File: src/rtl/parking_pkg.sv
// Shared definitions for the parking-lot occupancy counter.
// Holds the converter state encoding, capacity limit, BCD widths and the
// double-dabble digit adjust helper.
package parking_pkg;

    localparam int unsigned MAX_CAPACITY = 99;
    localparam int unsigned BCD_DIGIT_W  = 4;
    localparam int unsigned BCD_W        = 2 * BCD_DIGIT_W;

    typedef enum logic [1:0] {
        IDLE  = 2'd0,
        LOAD  = 2'd1,
        SHIFT = 2'd2,
        DONE  = 2'd3
    } conv_state_e;

    // Add 3 to a BCD digit of 5 or more so the following shift carries correctly.
    function automatic logic [BCD_DIGIT_W-1:0] add3(input logic [BCD_DIGIT_W-1:0] d);
        return (d >= BCD_DIGIT_W'(5)) ? d + BCD_DIGIT_W'(3) : d;
    endfunction

endpackage

File: src/rtl/bin2bcd_seq.sv
// Sequential shift-and-add-3 binary to two-digit BCD converter.
// Ports: clk, reset (async active-low), start (accepted only in IDLE),
//        bin (value sampled on acceptance), bcd (last result, held),
//        done (high during the cycle in which bcd is updated).
module bin2bcd_seq
    import parking_pkg::*;
#(
    parameter int unsigned W = 5
) (
    input  logic             clk,
    input  logic             reset,
    input  logic             start,
    input  logic [W-1:0]     bin,
    output logic [BCD_W-1:0] bcd,
    output logic             done
);

    localparam int unsigned CNT_W = $clog2(W + 1);

    conv_state_e      state_q, state_d;
    logic [W-1:0]     sreg_q, sreg_d;
    logic [BCD_W-1:0] acc_q, acc_d;
    logic [BCD_W-1:0] adj;
    logic [CNT_W-1:0] cnt_q, cnt_d;
    logic [BCD_W-1:0] bcd_q, bcd_d;

    assign adj  = {add3(acc_q[BCD_W-1:BCD_DIGIT_W]), add3(acc_q[BCD_DIGIT_W-1:0])};
    assign bcd  = bcd_q;
    assign done = (state_q == DONE);

    // State register and datapath registers.
    always_ff @(posedge clk or negedge reset) begin
        if (!reset) begin
            state_q <= IDLE;
            sreg_q  <= '0;
            acc_q   <= '0;
            cnt_q   <= '0;
            bcd_q   <= '0;
        end else begin
            state_q <= state_d;
            sreg_q  <= sreg_d;
            acc_q   <= acc_d;
            cnt_q   <= cnt_d;
            bcd_q   <= bcd_d;
        end
    end

    // Next state and datapath. The snapshot is taken on the edge entering
    // LOAD, so the first adjust/shift iteration already runs out of LOAD.
    always_comb begin
        state_d = state_q;
        sreg_d  = sreg_q;
        acc_d   = acc_q;
        cnt_d   = cnt_q;
        bcd_d   = bcd_q;
        unique case (state_q)
            IDLE: begin
                if (start) begin
                    state_d = LOAD;
                    sreg_d  = bin;
                    acc_d   = '0;
                    cnt_d   = CNT_W'(W);
                end
            end
            LOAD, SHIFT: begin
                {acc_d, sreg_d} = {adj, sreg_q} << 1;
                cnt_d           = cnt_q - CNT_W'(1);
                state_d         = (cnt_q == CNT_W'(1)) ? DONE : SHIFT;
            end
            DONE: begin
                bcd_d   = acc_q;
                state_d = IDLE;
            end
            default: state_d = IDLE;
        endcase
    end

endmodule

File: src/rtl/parking_counter.sv
// Parking-lot occupancy counter with free-space BCD display.
// Ports: clk, reset (async active-low), in/out (car pulses, rising-edge
//        counted), clr_err (clear sticky errors); occupancy, free, full,
//        empty, gate_en, err_over, err_under, free_bcd, bcd_valid.
module parking_counter
    import parking_pkg::*;
#(
    parameter  int unsigned CAPACITY = 16,
    localparam int unsigned W        = $clog2(CAPACITY + 1)
) (
    input  logic             clk,
    input  logic             reset,
    input  logic             in,
    input  logic             out,
    input  logic             clr_err,
    output logic [W-1:0]     occupancy,
    output logic [W-1:0]     free,
    output logic             full,
    output logic             empty,
    output logic             gate_en,
    output logic             err_over,
    output logic             err_under,
    output logic [BCD_W-1:0] free_bcd,
    output logic             bcd_valid
);

    if (CAPACITY < 1 || CAPACITY > MAX_CAPACITY) begin : g_bad_capacity
        $error("parking_counter: CAPACITY out of range 1..99");
    end

    logic         in_q, out_q;
    logic [W-1:0] count_q, count_d;
    logic         err_over_q, err_over_d;
    logic         err_under_q, err_under_d;
    logic         req_q, req_d;
    logic         busy_q, busy_d;
    logic         bcd_valid_q, bcd_valid_d;
    logic         inc, dec, set_over, set_under, changed;
    logic         start, conv_done;

    assign inc       = in & ~in_q;
    assign dec       = out & ~out_q;
    assign full      = (count_q == W'(CAPACITY));
    assign empty     = (count_q == '0);
    assign gate_en   = ~full;
    assign free      = W'(CAPACITY) - count_q;
    assign occupancy = count_q;
    assign err_over  = err_over_q;
    assign err_under = err_under_q;
    assign bcd_valid = bcd_valid_q;

    // busy_q mirrors "converter not in IDLE", so start is only issued when it will be taken.
    assign start = req_q & ~busy_q;

    always_ff @(posedge clk or negedge reset) begin
        if (!reset) begin
            in_q        <= 1'b0;
            out_q       <= 1'b0;
            count_q     <= '0;
            err_over_q  <= 1'b0;
            err_under_q <= 1'b0;
            req_q       <= 1'b1;
            busy_q      <= 1'b0;
            bcd_valid_q <= 1'b0;
        end else begin
            in_q        <= in;
            out_q       <= out;
            count_q     <= count_d;
            err_over_q  <= err_over_d;
            err_under_q <= err_under_d;
            req_q       <= req_d;
            busy_q      <= busy_d;
            bcd_valid_q <= bcd_valid_d;
        end
    end

    // Saturating count update, sticky errors, conversion request tracking.
    always_comb begin
        count_d   = count_q;
        set_over  = 1'b0;
        set_under = 1'b0;
        if (inc && !dec) begin
            if (full) set_over = 1'b1;
            else      count_d  = count_q + W'(1);
        end else if (dec && !inc) begin
            if (empty) set_under = 1'b1;
            else       count_d   = count_q - W'(1);
        end
        changed     = (count_d != count_q);
        err_over_d  = set_over | (err_over_q & ~clr_err);
        err_under_d = set_under | (err_under_q & ~clr_err);
        req_d       = changed | (req_q & ~start);

        busy_d = busy_q;
        if (start)          busy_d = 1'b1;
        else if (conv_done) busy_d = 1'b0;

        // A result is only valid if no newer change is waiting to be converted.
        bcd_valid_d = bcd_valid_q;
        if (changed)        bcd_valid_d = 1'b0;
        else if (conv_done) bcd_valid_d = ~req_q;
    end

    bin2bcd_seq #(
        .W(W)
    ) u_bin2bcd (
        .clk   (clk),
        .reset (reset),
        .start (start),
        .bin   (free),
        .bcd   (free_bcd),
        .done  (conv_done)
    );

endmodule

File: config.mk
export PLATFORM = sky130hd
export DESIGN_NAME = parking_counter
export DESIGN_NICKNAME = d
export VERILOG_FILES = /design/src/rtl/parking_pkg.sv /design/src/rtl/bin2bcd_seq.sv /design/src/rtl/parking_counter.sv
export SDC_FILE = /design/constraint.sdc
export NUM_CORES = 1
export LEC_CHECK = 0
export ABC_CLOCK_PERIOD_IN_PS = 2100
export BUFFER_PORTS_ARGS = -buffer_cell sky130_fd_sc_hd__buf_4
export CAP_MARGIN = 0
export CORE_MARGIN = 10
export CORE_UTILIZATION = 40
export CTS_BUF_LIST = sky130_fd_sc_hd__clkbuf_8
export CTS_CLUSTER_DIAMETER = 40
export DETAILED_ROUTE_END_ITERATION = 12
export PLACE_DENSITY_LB_ADDON = 0.08
export SETUP_SLACK_MARGIN = 0.1
export SLEW_MARGIN = 20
export SYNTH_ARGS = -nofsm -noshare
export SYNTH_HDL_FRONTEND = slang
export SYNTH_HIERARCHICAL = 1
export SYNTH_SLANG_ARGS = --single-unit
File: constraint.sdc
create_clock -name clk -period 2.1 [get_ports clk]
set_input_delay 0.21 -clock clk [delete_from_list [all_inputs] [get_ports clk]]
set_output_delay 0.21 -clock clk [all_outputs]
set_load 0.03 [all_outputs]
==> qor.yml <==
sta:
  period_needed_ps: 1890
  hold_viol: 0
  setup_viol: 0
  fin_ws_ps: 206
  finalClockSkew_ps: 6.31
  slew_headroom: 0.647
  rsz0062_at_grt: "no"
  fmax_mhz: 528
  fin_tns_setup_ps: 0
  timing.final.max_slew_violations: 0
  tightest_slew_ps: 530
  period_share: 0.902
clocking:
  cts_buffer_depth: 2
  cts_tree: "done"
  htreeDepth: 2
  cts_made_buffers: 5
  ctsRootBufferMaster: "clkbuf_8"
  clock_latency_ps: 280
  cts.clk_slew.worst_paths_ps: 80
  cts_sinks: 38
global_routing:
  grt_overflow: 0
  grt_pass1_vias: 1483
  grt_start_max_net_pins: 39
  antenna_found_initial: 0
  track_usage: 0.105
  grt_pass1_wl_um: 7250
layout:
  nNetsFinal: 237
  syn2layout_area_growth_pct: 23.4
  utilization: 0.515
  diodes: 0
  fin_cells: 287
  drive_gt1_frac: 0.336
yosys:
  syn_area_mm2: 0.00198
  synth_area_leaders: "dfrtp_1 47%, ha_1 8.2%, mux2_2 4.5%"
  ys_seq_area_frac: 0.480
  synth-seq-cells: 38
  synthArstFlopShare: 1.00
  postSynthAreaPerCell_um2: 11.0
  synth-edff-count: 0
  yosysMostFrequentCell: "dfrtp_1"
  synth_top_area_frac: 0.467
  postSynthCellCount: 181
  synth-warning-count: 6
  synth_common_cells: "37 x dfrtp_1, 18 x inv_1, 13 x ha_1"
  synth-main-ff-cell: "dfrtp_1"
  yosysTopAreaCell: "dfrtp_1"
  synth_cell_types: 42
  syn_nets: 199
detailed_routing:
  ant_nets: 0
  dr.pass1.iters: 4
  drtIter0Drc: 54
  wl_per_cell_um: 14.6
  vias_per_cell: 4.95
  drc: 0
  via_count: 1422
  wirelength_um: 4200
floorplan:
  fp.dieH_um: 90.4
  rows: 25
  start_util: 0.417
  dieArea_mm2: 0.00817
  die_width_um: 90.4
  core-area_mm2: 0.00475
  io-pin-count: 29
power_and_ir_drop:
  p_clk_frac: 0.119
  vdd_drop_max_mv: 1.15
  p_sw_w: 0.00198
  intPower_w: 0.00236
  pwr-share-seq: 0.289
  p_per_area_mw_per_mm2: 1780
  p_leak_nw: 1.12
  comb_power_share: 0.592
  swShare: 0.456
setup_path:
  critPathLaunchType: "flip-flop"
  cp_max_fo: 5
  crit_arrival_ps: 1680
  crit_type: "flip-flop to output pin"
  cp_data_required_time_ps: 1890
  endpoint_kind: "output pin"
  reg2regPathDepth: 8
place:
  dp_hpwl_um: 3120
  dpl.cell_count: 274
  place_congestion: 0.829
  dp_slack_ps: 165
  port_buffers: 28
job:
  drv_cap: 0
worst_hold_path:
  min_path_type: "primary input to flip-flop"
  hold_path_depth: 1
run_status:
  status: "finished clean"
cell usage in the layout, fill, tap and decap left out, types with 7 or more instances in the layout:
master	count
inv_1	15
a21oi_1	7
ha_1	10
xnor2_1	7
o21ai_0	9
dfrtp_1	35
mux2_2	8
nand2_1	12
buf_4	37
repair_timing:
action                                  CTS  global route
resized for setup                         3             3
gates cloned                              0             0
pin swaps                                 1             1
hold buffers                              1             0
endpoints found under the hold margin    37             0
setup buffers                             1             3
endpoints found under the setup margin    3             2
layer usage:
layer,GRT usage,vias up,part of all wire
li1,-,708,-
met1,0.135,678,0.46
met2,0.162,34,0.48
met3,0.0374,2,0.056
met4,0.0318,0,0.0033
met5,0,-,0
flip-flops by register name, indices dropped and copies added, names as in the netlist:
signal             count
bcd_valid              1
busy_q                 1
err_over               1
err_under              1
in_q                   1
occupancy              5
out_q                  1
req_q                  1
u_bin2bcd/acc_q        8
u_bin2bcd/bcd          8
u_bin2bcd/cnt_q        3
u_bin2bcd/sreg_q       5
u_bin2bcd/state_q      2
power groups by stage:
| stage | logic [W] | clock network [W] | registers, W |
|---|---|---|---|
| 5_1_grt | 0.00283 | 0.000570 | 0.00131 |
| 2_1_floorplan | 0.00158 | 0 | 0.00150 |
| 4_1_cts | 0.00255 | 0.000545 | 0.00126 |
| 3_5_place_dp | 0.00249 | 0 | 0.00128 |
| 3_3_place_gp | 0.00246 | 0 | 0.00127 |
| 6_report | 0.00257 | 0.000518 | 0.00126 |
cell type report:
cell class | instances | area (µm²)
clock buffer | 6 | 82.6
clock inverter | 2 | 12.5
fill | 451 | 2310
inverter | 18 | 71.3
multi-input combinational | 118 | 955
sequential | 38 | 955
tap | 67 | 83.8
timing repair buffer | 38 | 288
path summary, 6_finish.rpt:
check	from	end	slack, ps
setup / recovery	occupancy[0]$_DFF_PN0_	gate_en	210
hold / removal	out	out_q$_DFF_PN0_	50
setup reg to reg	occupancy[0]$_DFF_PN0_	occupancy[2]$_DFF_PN0_	260
hold reg to reg	u_bin2bcd/sreg_q[4]$_DFFE_PN0P_	u_bin2bcd/acc_q[0]$_DFFE_PN0P_	490
max in group asynchronous	reset	occupancy[1]$_DFF_PN0_	1300
min in group asynchronous	reset	u_bin2bcd/sreg_q[1]$_DFFE_PN0P_	420
worst max-delay path, cell delays in order (launching register included):
cell and delay, ps:
dfrtp_2 410, inv_2 90, ha_4 150, nor3b_4 270
ha_4 220, clkinvlp_4 100, buf_4 170
cell families after synthesis:
| logic type | Yosys count | share of synthesized area |
|---|---|---|
| flip-flops | 38 | 0.480 |
| AO/OA/AOI/OAI | 40 | 0.137 |
| XOR/XNOR | 8 | 0.0353 |
| AND/OR/NAND/NOR | 43 | 0.127 |
| multiplexers | 14 | 0.0757 |
| buffers and inverters | 25 | 0.0631 |
| adder cells (fa/ha/maj) | 13 | 0.0820 |
metrics by stage:
stage	hold slack, ps	power (W)	instance area, µm²
6_report	46.1	0.00435	2450
5_1_grt	31.3	0.00471	2450
4_1_cts	35.8	0.00435	2400
3_5_place_dp	214	0.00377	2280
3_3_place_gp	207	0.00373	2280
2_1_floorplan	-85.6	0.00308	2010
Power figures use the tool's default switching activity.
